--- src/rtl/mdu_sequencer_if.sv ---
// EX-stage <-> MDU bundle: request, operands, flush and the
// stall/result/HI/LO signals returned to the pipeline.
interface mdu_sequencer_if #(
  parameter int WIDTH = 32
);
  logic             start;
  logic [5:0]       funct;
  logic [WIDTH-1:0] srca;
  logic [WIDTH-1:0] srcb;
  logic             flush;
  logic             stall;
  logic             busy;
  logic             done;
  logic [WIDTH-1:0] rdata;
  logic [WIDTH-1:0] hi;
  logic [WIDTH-1:0] lo;

  modport master (
    output start, funct, srca, srcb, flush,
    input  stall, busy, done, rdata, hi, lo
  );

  modport slave (
    input  start, funct, srca, srcb, flush,
    output stall, busy, done, rdata, hi, lo
  );
endinterface

--- src/rtl/mdu_sequencer.sv ---
// Iterative shift-add multiply / restoring divide with HI/LO file.
// One step per cycle over WIDTH cycles, then a sign fixup cycle.
module mdu_sequencer #(
  parameter int WIDTH = 32
) (
  input  logic            clk,
  input  logic            reset_n,
  mdu_sequencer_if.slave  bus
);

  localparam int CW = $clog2(WIDTH);
  localparam logic [CW-1:0] CNT_TOP = CW'(WIDTH - 1);

  localparam logic [5:0] F_MFHI  = 6'b010000;
  localparam logic [5:0] F_MTHI  = 6'b010001;
  localparam logic [5:0] F_MFLO  = 6'b010010;
  localparam logic [5:0] F_MTLO  = 6'b010011;
  localparam logic [5:0] F_MULT  = 6'b011000;
  localparam logic [5:0] F_MULTU = 6'b011001;
  localparam logic [5:0] F_DIV   = 6'b011010;
  localparam logic [5:0] F_DIVU  = 6'b011011;

  typedef enum logic [1:0] {IDLE, CALC, FIXUP} state_t;

  state_t             state, state_nx;
  logic [CW-1:0]      cnt;
  logic [2*WIDTH-1:0] acc;
  logic [WIDTH-1:0]   opd;
  logic [WIDTH-1:0]   hi_q, lo_q;
  logic               is_div, neg_q, neg_r;

  logic f_mfhi, f_mthi, f_mflo, f_mtlo;
  logic f_mult, f_multu, f_div, f_divu;
  logic valid, mdu_op, busy, accept, start_md;
  logic sgn_op, div_op, div0, sa, sb;
  logic [WIDTH-1:0] abs_a, abs_b, lat_a;

  assign f_mfhi  = bus.funct == F_MFHI;
  assign f_mthi  = bus.funct == F_MTHI;
  assign f_mflo  = bus.funct == F_MFLO;
  assign f_mtlo  = bus.funct == F_MTLO;
  assign f_mult  = bus.funct == F_MULT;
  assign f_multu = bus.funct == F_MULTU;
  assign f_div   = bus.funct == F_DIV;
  assign f_divu  = bus.funct == F_DIVU;

  assign valid = f_mfhi | f_mthi | f_mflo | f_mtlo
               | f_mult | f_multu | f_div | f_divu;

  assign mdu_op   = bus.start & valid;
  assign busy     = state != IDLE;
  assign accept   = mdu_op & ~busy & ~bus.flush;
  assign start_md = accept & (f_mult | f_multu | f_div | f_divu);

  assign sgn_op = f_mult | f_div;
  assign div_op = f_div | f_divu;
  assign div0   = div_op & (bus.srcb == '0);
  assign sa     = sgn_op & bus.srca[WIDTH-1];
  assign sb     = sgn_op & bus.srcb[WIDTH-1];
  assign abs_a  = sa ? -bus.srca : bus.srca;
  assign abs_b  = sb ? -bus.srcb : bus.srcb;
  // A zero divisor shifts the raw dividend into the remainder unchanged.
  assign lat_a  = div0 ? bus.srca : abs_a;

  always_ff @(posedge clk or negedge reset_n) begin
    if (!reset_n) state <= IDLE;
    else          state <= state_nx;
  end

  always_comb begin
    state_nx = state;
    unique case (state)
      IDLE:    if (start_md) state_nx = CALC;
      CALC: begin
        if (bus.flush)       state_nx = IDLE;
        else if (cnt == '0)  state_nx = FIXUP;
      end
      FIXUP:   state_nx = IDLE;
      default: state_nx = IDLE;
    endcase
  end

  logic [WIDTH:0]     mul_sum, rsh, diff;
  logic [2*WIDTH-1:0] mul_nx, div_nx, step, mul_res;
  logic [WIDTH-1:0]   q, r, fix_hi, fix_lo;

  always_comb begin
    mul_sum = {1'b0, acc[2*WIDTH-1:WIDTH]}
            + (acc[0] ? {1'b0, opd} : '0);
    mul_nx  = {mul_sum, acc[WIDTH-1:1]};
    rsh     = {acc[2*WIDTH-1:WIDTH], acc[WIDTH-1]};
    diff    = rsh - {1'b0, opd};
    div_nx  = diff[WIDTH]
            ? {rsh[WIDTH-1:0], acc[WIDTH-2:0], 1'b0}
            : {diff[WIDTH-1:0], acc[WIDTH-2:0], 1'b1};
    step    = is_div ? div_nx : mul_nx;
    mul_res = neg_q ? -acc : acc;
    q       = acc[WIDTH-1:0];
    r       = acc[2*WIDTH-1:WIDTH];
    fix_hi  = is_div ? (neg_r ? -r : r) : mul_res[2*WIDTH-1:WIDTH];
    fix_lo  = is_div ? (neg_q ? -q : q) : mul_res[WIDTH-1:0];
  end

  always_ff @(posedge clk or negedge reset_n) begin
    if (!reset_n) begin
      cnt    <= '0;
      acc    <= '0;
      opd    <= '0;
      hi_q   <= '0;
      lo_q   <= '0;
      is_div <= 1'b0;
      neg_q  <= 1'b0;
      neg_r  <= 1'b0;
    end else begin
      if (accept & f_mthi) hi_q <= bus.srca;
      if (accept & f_mtlo) lo_q <= bus.srca;
      if (start_md) begin
        acc    <= {{WIDTH{1'b0}}, div_op ? lat_a : abs_b};
        opd    <= div_op ? abs_b : abs_a;
        is_div <= div_op;
        neg_q  <= ~div0 & (sa ^ sb);
        neg_r  <= ~div0 & div_op & sa;
        cnt    <= CNT_TOP;
      end else if (state == CALC && !bus.flush) begin
        acc <= step;
        cnt <= cnt - 1'b1;
      end
      if (state == FIXUP && !bus.flush) begin
        hi_q <= fix_hi;
        lo_q <= fix_lo;
      end
    end
  end

  assign bus.busy  = busy;
  assign bus.stall = mdu_op & busy;
  assign bus.done  = (state == FIXUP) & ~bus.flush;
  assign bus.hi    = hi_q;
  assign bus.lo    = lo_q;
  assign bus.rdata = f_mfhi ? hi_q : (f_mflo ? lo_q : '0);

endmodule

--- src/flat_wrapper.sv ---
// flat-port wrapper written by rule: the top's interface ports become plain ports
module mdu_sequencer_flat 
#(
  parameter int WIDTH = 32
)
  (clk, reset_n, bus_start, bus_funct, bus_srca, bus_srcb, bus_flush, bus_stall, bus_busy, bus_done, bus_rdata, bus_hi, bus_lo);
  mdu_sequencer_if #(.WIDTH(WIDTH)) bus_i ();
  input  logic clk;
  input  logic reset_n;
  input wire logic [$bits(bus_i.start)-1:0] bus_start;
  input wire logic [$bits(bus_i.funct)-1:0] bus_funct;
  input wire logic [$bits(bus_i.srca)-1:0] bus_srca;
  input wire logic [$bits(bus_i.srcb)-1:0] bus_srcb;
  input wire logic [$bits(bus_i.flush)-1:0] bus_flush;
  output wire logic [$bits(bus_i.stall)-1:0] bus_stall;
  output wire logic [$bits(bus_i.busy)-1:0] bus_busy;
  output wire logic [$bits(bus_i.done)-1:0] bus_done;
  output wire logic [$bits(bus_i.rdata)-1:0] bus_rdata;
  output wire logic [$bits(bus_i.hi)-1:0] bus_hi;
  output wire logic [$bits(bus_i.lo)-1:0] bus_lo;
  assign bus_i.start = bus_start;
  assign bus_i.funct = bus_funct;
  assign bus_i.srca = bus_srca;
  assign bus_i.srcb = bus_srcb;
  assign bus_i.flush = bus_flush;
  assign bus_stall = bus_i.stall;
  assign bus_busy = bus_i.busy;
  assign bus_done = bus_i.done;
  assign bus_rdata = bus_i.rdata;
  assign bus_hi = bus_i.hi;
  assign bus_lo = bus_i.lo;
  mdu_sequencer #(.WIDTH(WIDTH)) u_core (.clk(clk), .reset_n(reset_n), .bus(bus_i));
endmodule
--- config.mk ---
export PLATFORM = sky130hd
export DESIGN_NAME = mdu_sequencer_flat
export DESIGN_NICKNAME = d
export VERILOG_FILES = /design/src/rtl/mdu_sequencer_if.sv /design/src/rtl/mdu_sequencer.sv /design/src/flat_wrapper.sv
export SDC_FILE = /design/constraint.sdc
export NUM_CORES = 1
export LEC_CHECK = 0
export CAP_MARGIN = 20
export CORE_MARGIN = 4
export CORE_UTILIZATION = 29
export DETAILED_ROUTE_END_ITERATION = 12
export SETUP_SLACK_MARGIN = 0.05
export SLEW_MARGIN = 20
export SYNTH_ARGS = -nofsm -noshare
export SYNTH_HDL_FRONTEND = slang
export SYNTH_SLANG_ARGS = --single-unit
--- constraint.sdc ---
create_clock -name clk -period 3.44 [get_ports clk]
set_input_delay 0.688 -clock clk [delete_from_list [all_inputs] [get_ports clk]]
set_output_delay 0.688 -clock clk [all_outputs]
set_load 0.05 [all_outputs]
# == Yosys cells after proc, flatten, opt, wreduce, memory -nomap -nowiden ==
# Index checks and enable logic that the tools add are counted.
# op_classes
addsub,8
eq_ne,12
n_mux,27
bitwise,30
n_reduce_logical,11
# ops
cell,count
2-to-1 mux 32 bit,16
2-to-1 mux 64 bit,5
negation 32 bit,4
negation 64 bit,1
"equality test 6 x 5 -> 1 bit, second input constant",8
adder 32 x 33 -> 33 bit,1
subtractor 33 x 32 -> 33 bit,1
logical NOT 32 bit,1
AND 1 bit,14
OR 1 bit,12
2-to-1 mux 5 bit,2
nonzero test 2 bit,4
2-to-1 mux 2 bit,3
logical NOT 5 bit,1
"subtractor 5 x 1 -> 5 bit, second input constant",1
one-hot mux 2 bit (2 select lines),1
"!= test 3 x 2 -> 1 bit, second input constant",1
inverter 1 bit,3
"equality test 2 x 1 -> 1 bit, second input constant",1
"equality test 2 bit, second input constant",1
logical AND 1 bit,2
logical NOT 2 bit,1
"!= test 2 x 1 -> 1 bit, second input constant",1
AND reduction 2 bit,1
other kinds (2),2
# totals
ff_bits,170
inputBits,74
out_inout_bits,99
word_cells,97

# == Longest topological paths before layout ==
# logic_depth
word_depth,14
depth_mapped,16
mapped_depth_nobuf,13

# == Least setup slack after synthesis ==
# No wires, ideal clock.
# synth_path
path_type,register to register
startpoint,register u_core.acc[0]
endpoint,register u_core.acc[62]
setup_ns,0.137
arrival_ns,3.175
t_required_ns,3.303
setup_slack_ns,0.128
stages_incl_launch_ff,15
n_path_buf,2
period_less_slack_ns,3.312
cell_sequence,dfrtp_1 -> clkbuf_1 -> inv_1 -> clkbuf_1 -> nor2_1 -> ha_1 -> o211ai_1 -> o21ai_1 -> o2111ai_1 -> a211oi_1 -> o211ai_1 -> a2111oi_0 -> mux2i_1 -> a211oi_1 -> o211ai_1
# synth_between
elab_chain_cells,5
# synth_rtl
element,line_no,text
start: declaration,mdu_sequencer.sv:27,logic [2*WIDTH-1:0] acc;
start signal: assignment,mdu_sequencer.sv:118,"acc <= {{WIDTH{1'b0}}, div_op ? lat_a : abs_b};"
start signal: assignment,mdu_sequencer.sv:125,acc <= step;
2-to-1 mux 32 bit,mdu_sequencer.sv:89,"+ (acc[0] ? {1'b0, opd} : '0);"
adder 32 x 33 -> 33 bit,mdu_sequencer.sv:89,
2-to-1 mux 64 bit,mdu_sequencer.sv:96,step = is_div ? div_nx : mul_nx;
2-to-1 mux 64 bit,mdu_sequencer.sv:124,end else if (state == CALC && !bus.flush) begin
2-to-1 mux 64 bit,mdu_sequencer.sv:117,if (start_md) begin
# Every way passes these cells. The select of a mux whose other input is x is not followed.
# A chain may end at the register's enable or synchronous reset.

# == Worst setup path in the final report ==
# layout_path
startpoint,register u_core.acc[31]
endpoint,register u_core.acc[60]
# layout_between
elab_chain_cells,5
# layout_rtl
element,line_no,text
subtractor 33 x 32 -> 33 bit,mdu_sequencer.sv:92,"diff = rsh - {1'b0, opd};"
2-to-1 mux 64 bit,mdu_sequencer.sv:94,"? {rsh[WIDTH-1:0], acc[WIDTH-2:0], 1'b0}"
2-to-1 mux 64 bit,mdu_sequencer.sv:96,
2-to-1 mux 64 bit,mdu_sequencer.sv:124,
2-to-1 mux 64 bit,mdu_sequencer.sv:117,
# Every way passes these cells. The select of a mux whose other input is x is not followed.

==> impl_metrics.ini <==
[place]
gp_congestion = 0.9971
place_ws_ns = -0.2195
io_buffers = 172
place_hpwl_mm = 53.69
dpl.cell_count = 3147

[global_route]
grt_max_degree = 77
track_usage_pct = 21.94
grt_pass1_vias = 16680
grt-ovfl-total = 0
grt_pass1_wl_mm = 102.9
antenna_found_initial = 2

[die]
die-area_mm2 = 0.05983
io_pins = 173
core_mm2 = 0.05531
initial_core_util_pct = 29.35
die-width_um = 244.6
die_h_um = 244.6
rows = 86

[clock_tree]
cts.sinks = 170
clkTransAtPathRegs_ns = 0.07
htree_levels = 4
cts_buffers = 17
cts_buffer_depth = 2
clk_latency_ns = 0.46
root_buffer = clkbuf_16
cts_tree = done

[synthesis]
synth.avg_cell_area_um2 = 7.765
syn-cell-area_mm2 = 0.01624
yosysSeqAreaShare_pct = 26.20
netlist_instances = 2091
synth_nets = 2237
synthArstFlopShare_pct = 100.0
netlist.area_leader.share_pct = 26.20
synth.area.top_cells = dfrtp_1 26%, mux2i_1 7.8%, xnor2_1 6.2%
synth-edff-count = 0
ys_warn_count = 0
synth_cell_type_count = 85
synth_top_area_cell = dfrtp_1
synth-main-ff-cell = dfrtp_1
ys_ff_latch = 170

[route]
dr_total_vias = 17570
drt_first_pass_iters = 8
drt_iter0_markers = 1664
drc = 0
wl_per_cell_um = 21.42
wl_mm = 68.27
viasPerCell = 5.510
detail-route-antenna-nets = 0

[sta]
period_share_pct = 96.88
fin_worst_skew_ns = 0.01653
fin_crit_ns = 3.333
relSlewSlack_pct = 48.42
tightest_slew_ns = 0.7685
setup_ws_ns = 0.1074
max_freq_ghz = 0.3001
setup_viol = 0
rsz0062_at_grt = yes
hold_viol = 0
finalMaxSlewViolations = 0

[finish]
antenna_cells = 0
layout.nets = 2573
num-fill-cells = 5637
final_common_cell = buf_4
final_cell_mix = 277 x buf_4, 247 x nand2_1, 188 x nor2_1, 170 x o21ai_0, 168 x dfrtp_1
drive_gt1_share_pct = 17.91
syn2layout_area_growth_pct = 34.12
layoutNonFillerInstCount = 3188

[pwr]
power-per-cell-area_mw_per_mm2 = 409.8
ir_drop_mv = 0.4054
cellLeakagePower_nw = 9.739
total_power_mw = 8.923

[setup_path]
r2r_slack_ns = 0.11
r2r-start = u_core.acc[31]$_DFFE_PN0P_
critPathMaxStageDelay_ns = 0.40
crit_path_end_kind = register
crit_path_top_delay_cell = dfrtp_1
worstReg2RegEnd = u_core.acc[60]$_DFFE_PN0P_
critPathLaunchType = register
critical_path_class = register to register
critPathRequiredTime_ns = 3.79
crit_arrival_ns = 3.68
reg2reg_depth = 14
crit_path_cell_trace = inv_2, ha_4, inv_2, fa_2, a21o_1, a221oi_4, o21bai_2, and2_4, a21o_1, o31a_1, xor2_2, buf_4, mux2_4, a211o_1
critPathMaxFanout = 3

[job]
drv_cap = 0

[run_status]
status = completed

[hold_path]
hold_class = input pin to asynchronous set/reset pin
==> through the flow <==
| step | util (%) | setup TNS [ns] | hold slack, ns | cell area (um^2) |
|---|---|---|---|---|
| finish | 39.37 | 0 | 0.2425 | 21770 |
| detailed placement | 37.83 | -1.833 | 0.4712 | 20920 |
| global placement | 37.83 | -1.736 | 0.4687 | 20920 |
| floorplan | - | 0 | 0.3924 | 16240 |
| global route | 39.37 | -0.05788 | 0.2919 | 21770 |
| CTS | 38.95 | 0 | 0.2685 | 21540 |
==> metal layers <==
layer / track usage, % / wire length [um]
met1: 30.96 / 30260
met2: 34.10 / 30210
met3: 4.118 / 5680
met4: 6.729 / 2099
met5: 0 / 27
==> worst max-delay path: cells and delay by family (launching register included) <==
| kind | cells | cell delay, ns |
|---|---|---|
| buf+inv | 3 | 0.30 |
| flops | 1 | 0.40 |
| compound gates | 6 | 1.38 |
| simple gates | 1 | 0.15 |
| mux | 1 | 0.29 |
| xor+xnor | 1 | 0.19 |
| fa+ha+maj | 2 | 0.50 |
==> timing repair <==
item / 4_1_cts / 5_1_grt
endpoints found under the setup margin: 13 / 30
setup buffers: 1 / 8
hold buffers: 0 / 0
resized for setup: 5 / 43
pin swaps: 4 / 27
==> kinds of logic (layout without fill, tap and decap cells) <==
group           Yosys count  after routing  share of synthesized area (%)
fa+ha+maj                72             72                          5.641
mux                     132            132                          8.207
simple gates            704            704                          20.58
buf+inv                 218            567                          5.379
flops                   170            170                          26.20
xor+xnor                194            194                          10.51
compound gates          601            601                          23.47
==> synth_stat cells, drive strengths merged, types with 20 or more instances <==
| master | instances |
|---|---|
| xor2 | 79 |
| inv | 71 |
| o211ai | 50 |
| dfrtp | 170 |
| a211oi | 22 |
| a31oi | 21 |
| mux2i | 126 |
| o21ai | 189 |
| buf | 30 |
| xnor2 | 115 |
| nor3 | 42 |
| a21o | 34 |
| or3 | 20 |
| a21oi | 136 |
| nor2 | 192 |
| clkbuf | 117 |
| nand3 | 72 |
| nand2 | 250 |
| ha | 70 |
| o31ai | 26 |
==> layout make-up <==
class / count / area (um^2) / area share [%]
clock inverter: 13 / 142.6 / 0.6551
tap: 748 / 935.9 / 4.298
sequential: 170 / 4257 / 19.55
timing repair buffer: 464 / 4403 / 20.22
clock buffer: 19 / 452.9 / 2.080
inverter: 71 / 269.0 / 1.235
multi-input combinational: 1703 / 11310 / 51.96
==> worst max path at each step <==
stage	from	to	slack, ns	depth (start not counted)
finish	u_core.acc[31]$_DFFE_PN0P_	u_core.acc[60]$_DFFE_PN0P_	0.11	14
global route	u_core.acc[0]$_DFFE_PN0P_	u_core.acc[62]$_DFFE_PN0P_	-0.06	16
CTS	u_core.acc[0]$_DFFE_PN0P_	u_core.acc[62]$_DFFE_PN0P_	0.02	16
detailed placement	bus_srca[18]	u_core.opd[24]$_DFFE_PN0P_	-0.22	12
global placement	bus_srcb[4]	u_core.acc[31]$_DFFE_PN0P_	-0.26	11
floorplan	u_core.acc[0]$_DFFE_PN0P_	u_core.acc[62]$_DFFE_PN0P_	0.13	14
==> power by group <==
part           switching [mW]  internal (mW)
Clock                   0.926           1.11
Sequential              0.389           2.29
Combinational            2.44           1.77
Total                    3.75           5.17
==> registers in the layout, indices dropped and copies added, names as in the netlist <==
register / cells
u_core.state: 2
u_core.bus.lo: 32
u_core.neg_q: 1
u_core.opd: 32
u_core.neg_r: 1
u_core.acc: 64
u_core.is_div: 1
u_core.bus.hi: 32
u_core.cnt: 5
Power figures use the tool's default switching activity.
